`config.mk`:
```
export PLATFORM = sky130hd
export DESIGN_NAME = bist_misr_analyzer
export DESIGN_NICKNAME = d
export VERILOG_FILES = /design/src/rtl/bist_misr_analyzer_pkg.sv /design/src/rtl/bist_misr_analyzer_misr.sv /design/src/rtl/bist_misr_analyzer.sv
export SDC_FILE = /design/constraint.sdc
export NUM_CORES = 1
export LEC_CHECK = 0
export ABC_AREA = 1
export CAP_MARGIN = 20
export CORE_UTILIZATION = 44
export CTS_CLUSTER_DIAMETER = 60
export DETAILED_ROUTE_END_ITERATION = 7
export DONT_BUFFER_PORTS = 1
export SLEW_MARGIN = 20
export SYNTH_ARGS = -nofsm -noshare
export SYNTH_HDL_FRONTEND = slang
export SYNTH_SLANG_ARGS = --single-unit
```
`constraint.sdc`:
```
create_clock -name clk -period 1.6 [get_ports clk]
set_input_delay 0.16 -clock clk [delete_from_list [all_inputs] [get_ports clk]]
set_output_delay 0.16 -clock clk [all_outputs]
set_load 0.02 [all_outputs]
```
`src/rtl/bist_misr_analyzer_pkg.sv`:
```
// Shared definitions for the BIST response analyzer: FSM state encoding,
// MISR feedback taps for x^9+x^5+1, and the default response width.
// Latency: n/a (declarations only). Backpressure: n/a.
package bist_pkg;

  // Response width {ALU_Out, CarryOut}
  localparam int DEF_WIDTH = 9;

  // Feedback taps of x^9+x^5+1: the MSB feeds back into bits 0 and 5
  localparam logic [8:0] MISR_TAP = 9'h021;

  typedef enum logic [1:0] {
    IDLE = 2'd0,
    RUN  = 2'd1,
    DONE = 2'd2
  } state_t;

endpackage

```
`src/rtl/bist_misr_analyzer_misr.sv`:
```
// misr_core: combinational next-state of a multiple-input signature register.
// Latency: zero (pure combinational); the caller owns the state register.
// Backpressure: none; en=0 simply returns the current signature.
module misr_core
  import bist_pkg::*;
#(
  parameter int WIDTH = DEF_WIDTH
) (
  input  logic [WIDTH-1:0] sig,
  input  logic [WIDTH-1:0] d,
  input  logic             en,
  output logic [WIDTH-1:0] next_sig
);

  // Taps sized to the response width; the MSB is the feedback bit
  localparam logic [WIDTH-1:0] TAP = WIDTH'(MISR_TAP);

  logic fb;
  assign fb = sig[WIDTH-1];

  // Shift left, fold the feedback bit into the tap positions, absorb the sample
  always_comb begin
    next_sig = sig;
    if (en) begin
      next_sig = {sig[WIDTH-2:0], 1'b0} ^ (fb ? TAP : '0) ^ d;
    end
  end

endmodule

```
`src/rtl/bist_misr_analyzer.sv`:
```
// bist_misr_analyzer: compacts TEST_LEN response samples into a MISR and compares with golden_sig.
// Latency: done/pass one edge after the final valid sample; signature updates on each accepted sample.
// Backpressure: none; resp_valid=0 holds state, samples outside RUN are dropped. Optional abort via BIST_MISR_ABORT_EN.
module bist_misr_analyzer
  import bist_pkg::*;
#(
  parameter int               WIDTH    = DEF_WIDTH,
  parameter int               TEST_LEN = 256,
  parameter logic [WIDTH-1:0] SEED     = '0
) (
  input  logic             clk,
  input  logic             reset_n,
  input  logic             start,
`ifdef BIST_MISR_ABORT_EN
  input  logic             abort,
`endif
  input  logic             resp_valid,
  input  logic [WIDTH-1:0] resp_data,
  input  logic [WIDTH-1:0] golden_sig,
  output logic             busy,
  output logic             done,
  output logic             pass,
  output logic [WIDTH-1:0] signature,
  output logic [15:0]      sample_cnt
);

  // Count value at which the incoming sample is the final one of the run
  localparam logic [15:0] LAST_CNT = 16'(TEST_LEN - 1);

  state_t           state;
  logic             accept;
  logic             last_sample;
  logic             run_abort;
  logic [WIDTH-1:0] next_sig;

  // A sample counts only while running; anything else leaves the MISR untouched
  assign accept      = (state == RUN) && resp_valid;
  assign last_sample = (sample_cnt == LAST_CNT);

`ifdef BIST_MISR_ABORT_EN
  assign run_abort = abort;
`else
  assign run_abort = 1'b0;
`endif

  misr_core #(
    .WIDTH (WIDTH)
  ) u_misr (
    .sig      (signature),
    .d        (resp_data),
    .en       (accept),
    .next_sig (next_sig)
  );

  // Status flags decode directly from the state register
  assign busy = (state == RUN);
  assign done = (state == DONE);

  // Run control FSM with signature, sample counter and compare result
  always_ff @(posedge clk or negedge reset_n) begin
    if (!reset_n) begin
      state      <= IDLE;
      signature  <= SEED;
      sample_cnt <= 16'd0;
      pass       <= 1'b0;
    end else begin
      case (state)
        IDLE, DONE: begin
          if (start) begin
            state      <= RUN;
            signature  <= SEED;
            sample_cnt <= 16'd0;
            pass       <= 1'b0;
          end
        end
        RUN: begin
          // Abort wins over a coincident final sample; that sample is dropped
          if (run_abort) begin
            state <= IDLE;
            pass  <= 1'b0;
          end else if (accept) begin
            signature  <= next_sig;
            sample_cnt <= sample_cnt + 16'd1;
            if (last_sample) begin
              state <= DONE;
              pass  <= (next_sig == golden_sig);
            end
          end
        end
        default: begin
          state <= IDLE;
        end
      endcase
    end
  end

endmodule

```
# Yosys cells after proc, flatten, opt, wreduce, memory -nomap -nowiden

Index checks and enable logic that the tools add are counted.

Bits in registers: 28
Input port bits: 22
Output and inout bits: 28
Word-level logic and storage cells: 37

Add/sub/neg operators: 1
Equal/unequal tests: 7
Multiplexer cells: 16
Bitwise logic cells: 2
Reductions and logical operators: 7

Operators with widths:

| operator                                             | number |
|---|---|
| 2-to-1 mux 16 bit                                    | 2 |
| case mux 16 bit (2 select lines)                     | 1 |
| 2-to-1 mux 9 bit                                     | 3 |
| case mux 9 bit (2 select lines)                      | 1 |
| XOR 9 bit                                            | 2 |
| adder 16 x 1 -> 16 bit, second input constant        | 1 |
| equality test 16 x 8 -> 1 bit, second input constant | 1 |
| equality test 9 bit                                  | 1 |
| 2-to-1 mux 2 bit                                     | 3 |
| 2-to-1 mux 6 bit                                     | 1 |
| AND reduction 3 bit                                  | 2 |
| != test 2 x 1 -> 1 bit, second input constant        | 2 |
| case mux 2 bit (2 select lines)                      | 1 |
| AND reduction 4 bit                                  | 1 |
| 2-to-1 mux 1 bit                                     | 3 |
| equality test 2 x 1 -> 1 bit, second input constant  | 1 |
| equality test 2 bit, second input constant           | 1 |
| zero test 2 bit                                      | 1 |
| != test 2 bit, second input constant                 | 1 |
| case mux 1 bit (2 select lines)                      | 1 |
| nonzero test 2 bit                                   | 1 |
| OR reduction 2 bit                                   | 1 |
| logical AND 1 bit                                    | 1 |

# Longest topological paths before layout

Gate-level depths: netlist of the first run.

Word-level depth: 8
Mapped depth: 12
Mapped depth without buffers: 12

# Cells and area by module

A second synthesis of the first run with hierarchy kept.

Cells, all modules: 267
Area, all modules: 1800.5 um^2

By module, submodules not included:

| module             | instances | cells an instance | area an instance (um^2) | sequential area each (um^2) |
|---|---|---|---|---|
| bist_misr_analyzer | 1         | 230               | 1595.3                  | 700.7 |
| misr_core          | 1         | 37                | 205.2                   | 0.0 |

# Least setup slack after synthesis of the first run

OpenSTA, ideal clock, no wires.

Kind: reg2reg
Start: reg sample_cnt[0]
End: reg sample_cnt[14]
Setup time: 0.127 ns
Arrival time: 1.459 ns
Required time: 1.473 ns
Slack: 0.015 ns
Cell stages (with the launch flop): 9
Buffers on the path: 0
Period minus slack after synthesis: 1.585 ns
Cell sequence: dfrtp_1 ha_1 nand3_1 inv_1 nand2_1 nor2_2 nand3_1 o21ai_1 a21oi_1

Word-level cells in the longest chain between the ends: 3

Ends and longest elaborated chain:

| element                          | line                     | source |
|---|---|---|
| from (decl)                      | bist_misr_analyzer.sv:24 | `output logic [15:0] sample_cnt` |
| from (signal assigned)           | bist_misr_analyzer.sv:83 | `sample_cnt <= sample_cnt + 16'd1;` |
| adder 16 x 1 -> 16 bit           | bist_misr_analyzer.sv:83 |  |
| 2-to-1 mux 16 bit                | bist_misr_analyzer.sv:81 | `end else if (accept) begin` |
| case mux 16 bit (2 select lines) | bist_misr_analyzer.sv:67 | `case (state)` |

Every way passes these cells. The select of a mux whose other input is x is not followed.
A chain may end at the register's enable or synchronous reset.

# Worst setup path in the final report of the first run

Same ends and word-level chain as after synthesis.

==> metrics.cfg, run 1 <==
[synth]
ys_warn_count=0
avgSynthCellArea_um2=6.639
yosysTopAreaCellShare_pct=37.56
ys_seq_elements=28
synth_nets=304
syn_area_um2=1866
yosys.area.top_type=dfrtp_1
seq_area_frac_synth_pct=37.56
synth-main-ff-cell=dfrtp_1
netlist_top_cells_area=dfrtp_1 (38%), nand2_1 (20%), inv_1 (8.9%)
yosysMostFrequentCell=nand2_1
ys_types=28
synthArstFlopShare_pct=100.0
synth_edf_count=0
synth_cells=281
yosys-top-cells-count=nand2_1 (101), inv_1 (44), nor2_1 (30)

[place]
dpl.hpwl_mm=3.436
placed_area_um2=2128
place.port_buffers=0
place.gp.congestion=0.8254

[cts]
clk_pin_slew_worst_paths_ns=0.10
clockBufferDepth=2
cts.sinks=28
cts_tree=done
htreeDepth=1
clkLatencyLatePin_ns=0.28
cts_root_buf=clkbuf_8
cts_buffers=3

[drt]
dr_total_vias=1822
dr.pass1.iters=4
wl_per_cell_um=12.37
drt_iter0_markers=110
ant_nets=0
wl_mm=4.563
post-route-drc-count=0
avgViaCountPerCell=4.938

[sta]
rsz0062_at_grt=yes
finalMaxSlewViolations=0
max-slew-margin-rel_pct=70.40
fmax_ghz=0.6814
period_share_pct=91.73
fin_hold_ws_ns=0.06324
timing.final.hold_violations=0
tightest_slew_ns=0.4424
finalSetupViolCount=0
min_period_ns=1.468
clock_skew_ns=0.007358

[worst_hold_path]
whs_endpoint=state[0]
hold_path_class=primary input to register
whs_path_depth=3
hp-start=resp_valid

[critical_path]
regToRegEndpoint=sample_cnt[14]
worstRegToRegCells=8
arrival_ns=1.64
crit_type=register to register
worst_setup_path_start_kind=register
rrSetupSlack_ns=0.13
cp_max_fo=3
r2r-start=sample_cnt[0]
critical_path.endpoint_type=register
cp.required_ns=1.77

[floorplanning]
ios=50
die-area_um2=4504
core_area_um2=4029
start_util_pct=46.30
fp-row-count=23
die_x_um=67.12
die-height_um=67.12

[power]
powerDensity_nw_per_um2=1178
leakagePower_uw=0.001297
vdd_ir_drop_max_v=0.0005736

[global_routing]
grt_pass1_vias=1725
antenna_found_initial=0
grt_util_all_layers_pct=21.83
grt_first_pass_wirelength_mm=7.307
globalRouteOverflowTotal=0
grt_max_degree=29

[finish]
fin_area_um2=2286
n_antenna_cell=0
layout-drive-gt1-share_pct=20.38
area_growth_pct=22.54
fill_cells=403
final_nets=343

[run_status]
status=complete, no violations

[flow_run]
cap_violations=0

-- metal layers --
layer / vias to the layer above / share of wire, % / GRT usage (%)
met1: 825 / 42 / 26.35
met2: 48 / 49 / 37.50
met5: - / 0 / 0
li1: 943 / - / -
met3: 6 / 7.7 / 5.993
met4: 0 / 1.3 / 6.383
-- kinds of logic after synthesis --
logic type | share of synthesized area, %
and+or+nand+nor | 41.92
buffers and inverters | 10.80
DFF | 37.56
AOI/OAI and AO/OA | 6.707
xor gates and xnor gates | 2.347
adders and majority gates | 0.6706
-- how the worst max path moves through the flow --
stage / startpoint / to / slack, ns / depth (start not counted)
global placement: state[1] / pass / 0.04 / 11
finish: sample_cnt[0] / sample_cnt[14] / 0.13 / 8
detailed placement: state[1] / pass / -0.009 / 11
global route: sample_cnt[0] / sample_cnt[14] / -0.04 / 8
CTS: sample_cnt[1] / sample_cnt[14] / 0.09 / 8
floorplan: sample_cnt[0] / sample_cnt[14] / 0.01 / 8
-- power by group --
part / internal, uW / switching (uW) / total, uW
clock: 221 / 241 / 462
sequential: 858 / 216 / 1070
combinational: 485 / 671 / 1160
-- what timing repair did --
action | 4_1_cts | 5_1_grt
gates resized for setup | 0 | 8
endpoints found under the setup margin | 1 | 7
endpoints found under the hold margin | 29 | 0
hold buffers | 3 | 0
pin swaps | 1 | 1
buffers inserted | 2 | 2
-- stage by stage --
stage	utilization, %	instances	worst slack (ns)	setup TNS (ns)	total power, uW
after floorplan	-	281	0.01480	0	1788
final	56.74	369	0.1324	0	2692
after CTS	55.87	367	0.09439	0	2682
after detailed placement	52.83	358	-0.008865	-0.008865	2170
after global placement	52.83	358	0.03572	0	2158
after global routing	56.74	369	-0.03775	-0.07187	2895
-- worst max-delay path, cell delays in order, from the launching register on --
cell and delay (ns):
dfrtp_1 0.37, ha_2 0.19, nand3_1 0.13, inv_2 0.09
nand2_1 0.10, nor2_4 0.13, nand3_1 0.12, o21ai_2 0.15
a21oi_1 0.08
-- registers in the layout, summed over array words and instances, names as in the netlist --
name and flops:
sample_cnt 16, signature 9, state 2, pass 1
-- area by class of cell --
cell class	instances	area (um2)	area share, %
inverters	45	168.9	7.389
well taps	50	62.56	2.737
flip-flops and latches	28	701.9	30.71
clock buffers	4	55.05	2.408
multi-input cells	204	982.2	42.97
repair buffers	38	315.3	13.79
-- layout by cell type (no fill, tap or decap), types with 2 or more instances in the layout --
| cell type | count |
|---|---|
| buf_12 | 2 |
| dlygate4sd3_1 | 2 |
| nand3_1 | 21 |
| o21ai_0 | 10 |
| nand2_2 | 9 |
| nor3_1 | 2 |
| xor2_1 | 4 |
| nand3_2 | 2 |
| inv_2 | 2 |
| a21oi_1 | 8 |
| inv_1 | 42 |
| nor3_2 | 2 |
| nand2_1 | 101 |
| clkbuf_8 | 4 |
| nor2_2 | 2 |
| nor2_4 | 3 |
| nor2_1 | 29 |
| dfrtp_1 | 27 |
| buf_4 | 34 |
Note: power is estimated with default switching activity, not from simulation.
==> inputs of run 2 (changes only) <==
Settings changed: SETUP_SLACK_MARGIN set to 0.5, SYNTH_HIERARCHICAL set to 1.
==> run 2 against run 1 <==
  * The run now ends with negative setup slack left
  * Utilization grew 14 points
  * Sequential power increased by 18%
  * Wire length increased by 23%
  * Worst setup slack lost 0.21 ns
  * Critical endpoint is now pass
  * Clock power decreased by 1%
==> metrics.cfg, run 2 <==
[run_status]
status=complete, but fails checks
violations=negative setup slack

[sta]
min_period_ns=1.678  ; +0.2109 ns
rsz0062_at_grt=yes
fin_setup_tns_ns=-0.07849  ; -0.07849 ns
timing.final.hold_violations=0  ; unchanged
finalMaxSlewViolations=0  ; unchanged
max-slew-margin-rel_pct=80.70  ; +10 points
clock_skew_ns=0.006260  ; -0.001098 ns
period_share_pct=104.9  ; +13 points
fin_ws_ns=-0.07849  ; -0.2109 ns
finalSetupViolCount=1  ; +1
tightest_slew_ns=0.2875  ; -0.1549 ns
fmax_ghz=0.5958  ; -13%

[finish]
mostFrequentLayoutCell=nand2_1
postLayoutCoreUtil_pct=70.69  ; +14 points
instances_no_fill=356  ; -3.5%
layout_common_cells=nand2_1 (78), buf_4 (25), nor2_1 (24)
largest_reg_flops=16  ; unchanged
area_growth_pct=49.13
layout-drive-gt1-share_pct=41.23  ; +21 points
top_register=sample_cnt
largestRegisters=sample_cnt (16), signature (9), state (2)
final_nets=332  ; -3.2%
fin_area_um2=2685  ; +17%
n_antenna_cell=0  ; unchanged

[synth]
synth_top_family_by_area=simple AND/OR/NAND/NOR gates
seq_area_frac_synth_pct=38.92  ; +1.4 points
synth-main-ff-cell=dfrtp_1
yosysMostFrequentCell=nand2_1
yosys-top-cells-count=nand2_1 (90), nor2_1 (32), inv_1 (29)
synthAdderAreaFrac_pct=0.6949  ; +0.024 points
yosys.area_share.simple_pct=37.67  ; -4.3 points
synthArstFlopShare_pct=100.0  ; unchanged
ys_seq_elements=28  ; unchanged
ys_types=24  ; -14%
ys_warn_count=6  ; +6
synthMuxAreaShare_pct=0  ; unchanged
synth_nets=290  ; -4.6%
yosysTopAreaCellShare_pct=38.92  ; +1.4 points
synth_compound_area_share_pct=7.992  ; +1.3 points
synth-xor-area-share_pct=5.351  ; +3.0 points
syn_area_um2=1800  ; -3.5%
synth_edf_count=0  ; unchanged
yosys.area.top_type=dfrtp_1
avgSynthCellArea_um2=6.743  ; +1.6%
netlist_top_cells_area=dfrtp_1 (39%), nand2_1 (19%), nand3_1 (6.9%)
synth_cells=267  ; -5.0%

[power]
total_power_uw=3215  ; +19%
leakagePower_uw=0.001237  ; -4.6%
vdd_ir_drop_max_v=0.0008434  ; +47%
powerDensity_nw_per_um2=1197  ; +1.7%

[global_routing]
groute.layer.met2.usage_pct=41.45  ; +4.0 points
globalRouteOverflowTotal=0  ; unchanged
grtUsageMet3_pct=5.000  ; -0.99 points
antenna_found_initial=0  ; unchanged
grt_max_degree=29  ; unchanged
grt_most_used_layer=met2
grt_pass1_vias=1820  ; +5.5%
grt_util_all_layers_pct=25.65  ; +3.8 points
grtUsageMet1_pct=34.66  ; +8.3 points
grt_first_pass_wirelength_mm=8.424  ; +15%

[drt]
wl_mm=5.625  ; +23%
drt_iter0_markers=98  ; -11%
wl_per_cell_um=15.80  ; +28%
ant_nets=0  ; unchanged
avgViaCountPerCell=5.379  ; +8.9%
dr.pass1.iters=4  ; unchanged
post-route-drc-count=0  ; unchanged
dr_total_vias=1915  ; +5.1%

[place]
place.gp.congestion=0.8862  ; +7.4%
dpl.hpwl_mm=3.402  ; -1.0%
place.port_buffers=0  ; unchanged
dp_cells=325  ; -9.2%
placed_area_um2=2018  ; -5.2%

[cts]
clk_pin_slew_worst_paths_ns=0.10  ; about the same
htreeDepth=1  ; unchanged
cts_buffers=3  ; unchanged
cts_root_buf=clkbuf_8
clkLatencyLatePin_ns=0.28  ; about the same
cts.sinks=28  ; unchanged
clockBufferDepth=2  ; unchanged
cts_tree=done

[floorplanning]
fp-row-count=22  ; -4.3%
die-height_um=65.97  ; -1.7%
die_x_um=65.97  ; -1.7%
ios=50  ; unchanged
die-area_um2=4352  ; -3.4%
core_area_um2=3799  ; -5.7%
start_util_pct=47.40  ; +1.1 points

[worst_hold_path]
hold_path_class=primary input to register

[critical_path]
worst_setup_path_start_kind=register
cp.required_ns=1.83  ; +0.06 ns
cp_max_fo=8  ; +5
crit_type=register to register
critical_path.endpoint_type=register
arrival_ns=1.91  ; +0.27 ns

[flow_run]
cap_violations=0  ; unchanged

run 2: cell count changes after synthesis, moves of 2 or more:
cell and change:
nand4_1 +6, inv_2 +4, nand2_2 -6, xnor2_1 +7, o21ai_0 +5, inv_1 -15
nand2_1 -11, nand3_1 +4, nor3_1 -2, nor2_1 +2, nor2_4 -2
run 2: cell type report:
type	count	area (um2)
clock buffers	4	55.05
fillers	314	1114
inverters	33	162.7
multi-input cells	201	1240
flip-flops and latches	28	721.9
well taps	48	60.06
repair buffers	41	434.2
repair inverters	1	11.26
run 2: final timing paths:
check / startpoint / to / slack (ns) / cells after the start
setup / recovery: state[1] / pass / -0.08 / 13
hold / removal: resp_valid / state[0] / 0.05 / 3
setup reg to reg: state[1] / pass / -0.08 / 13
hold reg to reg: signature[3] / signature[3] / 0.57 / 2
max in group asynchronous: reset_n / sample_cnt[10] / 1.12 / 2
min in group asynchronous: reset_n / signature[5] / 0.31 / 2
run 2: logic make-up (layout without fill, tap and decap cells):
family / after synthesis / count (layout)
simple gates: 161 / 162
fa+ha+maj: 1 / 1
flops: 28 / 28
compound gates: 27 / 27
xor+xnor: 11 / 11
buf+inv: 39 / 79
run 2: per-stage QoR:
stage	hold WS [ns]	setup slack, ns
after floorplan	-0.1356	0.1125
after global placement	-0.1347	0.07051
after detailed placement	-0.1348	0.03827
after CTS	0.05160	0.1462
after global routing	0.06353	-0.2888
final	0.04963	-0.07849
run 2: critical path, stage by stage, from the launching register on:
cell	delay [ns]
dfrtp_1	0.41
inv_2	0.09
nand3_4	0.10
inv_8	0.12
inv_8	0.06
o21ai_4	0.12
inv_1	0.07
nand2_1	0.06
o21ai_0	0.10
nor2_1	0.12
nand2_1	0.08
nor2_1	0.14
nand2_1	0.08
nand2_1	0.06
run 2: power by group:
group,switching (uW),total [uW],internal [uW]
logic,814,1500,683
clock network,235,456,221
registers,372,1260,891
run 2: per-layer routing:
metal  wire (um)  part of all wire, %
met1        2457                   44
met2        2730                   49
met3         378                  6.7
met4          59                  1.0
met5           0                    0
run 2: what timing repair did:
item / in CTS / in global routing
gates resized for setup: 59 / 36
gates cloned: 2 / 2
hold buffers: 3 / 0
pin swaps: 17 / 12
hold endpoints to repair: 29 / 0
setup endpoints to repair: 31 / 33
setup buffers: 11 / 9
==> inputs of run 3 (changes only) <==
Settings changed: CORE_ASPECT_RATIO set to 1.5, CORE_MARGIN set to 3.
==> run 3 against run 2 <==
  * Design area fell by 1.6%
  * Global-route usage decreased by 4.0 points
  * Sequential share of layout area is 0.26 points higher
  * Clock skew shrank 0.0019 ns
  * Hold slack gained 0.0024 ns
  * Critical path type unchanged
  * Flip-flop and latch count unchanged
  * Via count down 3.0%
  * Critical path depth decreased by 1
  * Final cell count decreased by 1.7%
  * The run now ends clean
  * First-iteration DRC count fell by 33%
==> metrics.cfg, run 3 (synthesized netlist as in run 2, its figures left out) <==
[run_status]
status=complete, no violations

[sta]
period_share_pct=97.63  ; -7.3 points
timing.final.hold_violations=0  ; unchanged
clock_skew_ns=0.004406  ; -0.001854 ns
fin_setup_tns_ns=0  ; +0.07849 ns
fin_ws_ns=0.03787  ; +0.1164 ns
fmax_ghz=0.6402  ; +7.4%
min_period_ns=1.562  ; -0.1164 ns
tightest_slew_ns=0.3799  ; +0.09245 ns
rsz0062_at_grt=yes
finalSetupViolCount=0  ; -1
finalMaxSlewViolations=0  ; unchanged
max-slew-margin-rel_pct=74.67  ; -6.0 points

[drt]
avgViaCountPerCell=5.309  ; -1.3%
dr_total_vias=1858  ; -3.0%
wl_mm=5.537  ; -1.6%
post-route-drc-count=0  ; unchanged
wl_per_cell_um=15.82  ; +0.12%
drt_iter0_markers=66  ; -33%
dr.pass1.iters=4  ; unchanged
ant_nets=0  ; unchanged

[critical_path]
r2r-start=state[1]
regToRegEndpoint=pass
worst_setup_path_start_kind=register
critical_path.endpoint_type=register
cp.required_ns=1.82  ; about the same
cp_max_fo=9  ; +1
arrival_ns=1.78  ; -0.13 ns
crit_type=register to register
rrSetupSlack_ns=0.04  ; +0.12 ns
worstRegToRegCells=12  ; -1
crit_start=state[1]

[finish]
multiInputGateArea_um2=1252  ; +1.0%
area_growth_pct=46.70
layout_common_cells=nand2_1 (74), buf_4 (24), nor2_1 (23)
instances_no_fill=350  ; -1.7%
fin_area_um2=2641  ; -1.6%
largestRegisters=sample_cnt (16), signature (9), state (2)
final_nets=331  ; -0.30%
seqCellArea_um2=716.9  ; -0.69%
layout-drive-gt1-share_pct=39.74  ; -1.5 points
fill_cells=320  ; +1.9%
postLayoutCoreUtil_pct=69.19  ; -1.5 points
top_register=sample_cnt
n_antenna_cell=0  ; unchanged
largest_reg_flops=16  ; unchanged
mostFrequentLayoutCell=nand2_1

[global_routing]
grt_max_degree=29  ; unchanged
antenna_found_initial=0  ; unchanged
grt_most_used_layer=met2
grt_util_all_layers_pct=21.61  ; -4.0 points
globalRouteOverflowTotal=0  ; unchanged
grtUsageMet1_pct=22.15  ; -13 points
groute.layer.met2.usage_pct=42.49  ; +1.0 points
grtUsageMet3_pct=3.692  ; -1.3 points
grt_first_pass_wirelength_mm=8.293  ; -1.6%
grt_pass1_vias=1786  ; -1.9%

[power]
powerDensity_nw_per_um2=1211  ; +1.2%
leakagePower_uw=0.001231  ; -0.46%
vdd_ir_drop_max_v=0.0008241  ; -2.3%

[floorplanning]
core_area_um2=3817  ; +0.49%
ios=50  ; unchanged
die-area_um2=4911  ; +13%
start_util_pct=47.16  ; -0.23 points
die-height_um=84.35  ; +28%
fp-row-count=27  ; +23%
die_x_um=58.23  ; -12%

[place]
dp_cells=322  ; -0.92%
dpl.hpwl_mm=3.630  ; +6.7%
place.port_buffers=0  ; unchanged
placed_area_um2=2027  ; +0.43%
place_ws_ns=-0.03572  ; -0.07399 ns
place.gp.congestion=0.8250  ; -6.9%

[worst_hold_path]
hp-start=resp_valid
whs_path_depth=3  ; unchanged
hold_path_class=primary input to register
whs_endpoint=state[0]

[cts]
htreeDepth=1  ; unchanged
cts.sinks=28  ; unchanged
clkLatencyLatePin_ns=0.28  ; about the same
clockBufferDepth=2  ; unchanged
cts_buffers=3  ; unchanged
cts_root_buf=clkbuf_8
clk_pin_slew_worst_paths_ns=0.09  ; about the same
cts_tree=done

[flow_run]
cap_violations=0  ; unchanged

[run 3: power breakdown]
group | total (uW) | internal [uW] | switching, uW
sequential | 1220 | 888 | 336
combinational | 1580 | 718 | 860
clock | 398 | 179 | 220
total | 3200 | 1780 | 1410
[run 3: what timing repair did]
action	CTS	global route
buffers inserted	7	10
gates resized for setup	46	42
hold endpoints to repair	29	0
pin swaps	15	17
endpoints found under the setup margin	31	33
hold buffers	3	0
gates cloned	2	2
[run 3: through the flow]
stage / total power, uW / hold WS [ns]
after floorplan: 1973 / -0.1356
after global routing: 3394 / 0.05362
after global placement: 2350 / -0.1349
after CTS: 2993 / 0.07643
after detailed placement: 2367 / -0.1349
final: 3200 / 0.05207
[run 3: area by class of cell]
type,count,share of cell area [%]
Multi-Input combinational cell,201,47.42
Sequential cell,28,27.14
Timing Repair Buffer,40,15.49
Inverter,33,5.874
Tap cell,43,2.037
Timing Repair inverter,1,0.3316
Clock buffer,4,1.705
[run 3: worst max-delay path, cell delays in order, from the launching register on]
cell and delay, ns:
dfrtp_1 0.40, inv_2 0.09, nand3_4 0.10, inv_8 0.12, inv_12 0.05, nand2_2 0.06, nand2_2 0.06, xor2_1 0.16
nor2_1 0.16, nand2_1 0.08, nor2_2 0.12, nand2_1 0.06, nand2_1 0.05
[run 3: metal layers]
layer / up-vias / part of all wire (%)
met1: 876 / 37
met2: 53 / 56
met4: 0 / 1.8
met5: - / 0
met3: 10 / 4.9
li1: 919 / -
[run 3: how the worst max path moves through the flow]
stage,endpoint,cells past startpoint,slack [ns]
finish,pass,12,0.04
CTS,pass,13,0.05
global placement,pass,13,0.02
detailed placement,pass,13,-0.04
global route,pass,13,-0.11
floorplan,pass,14,0.11
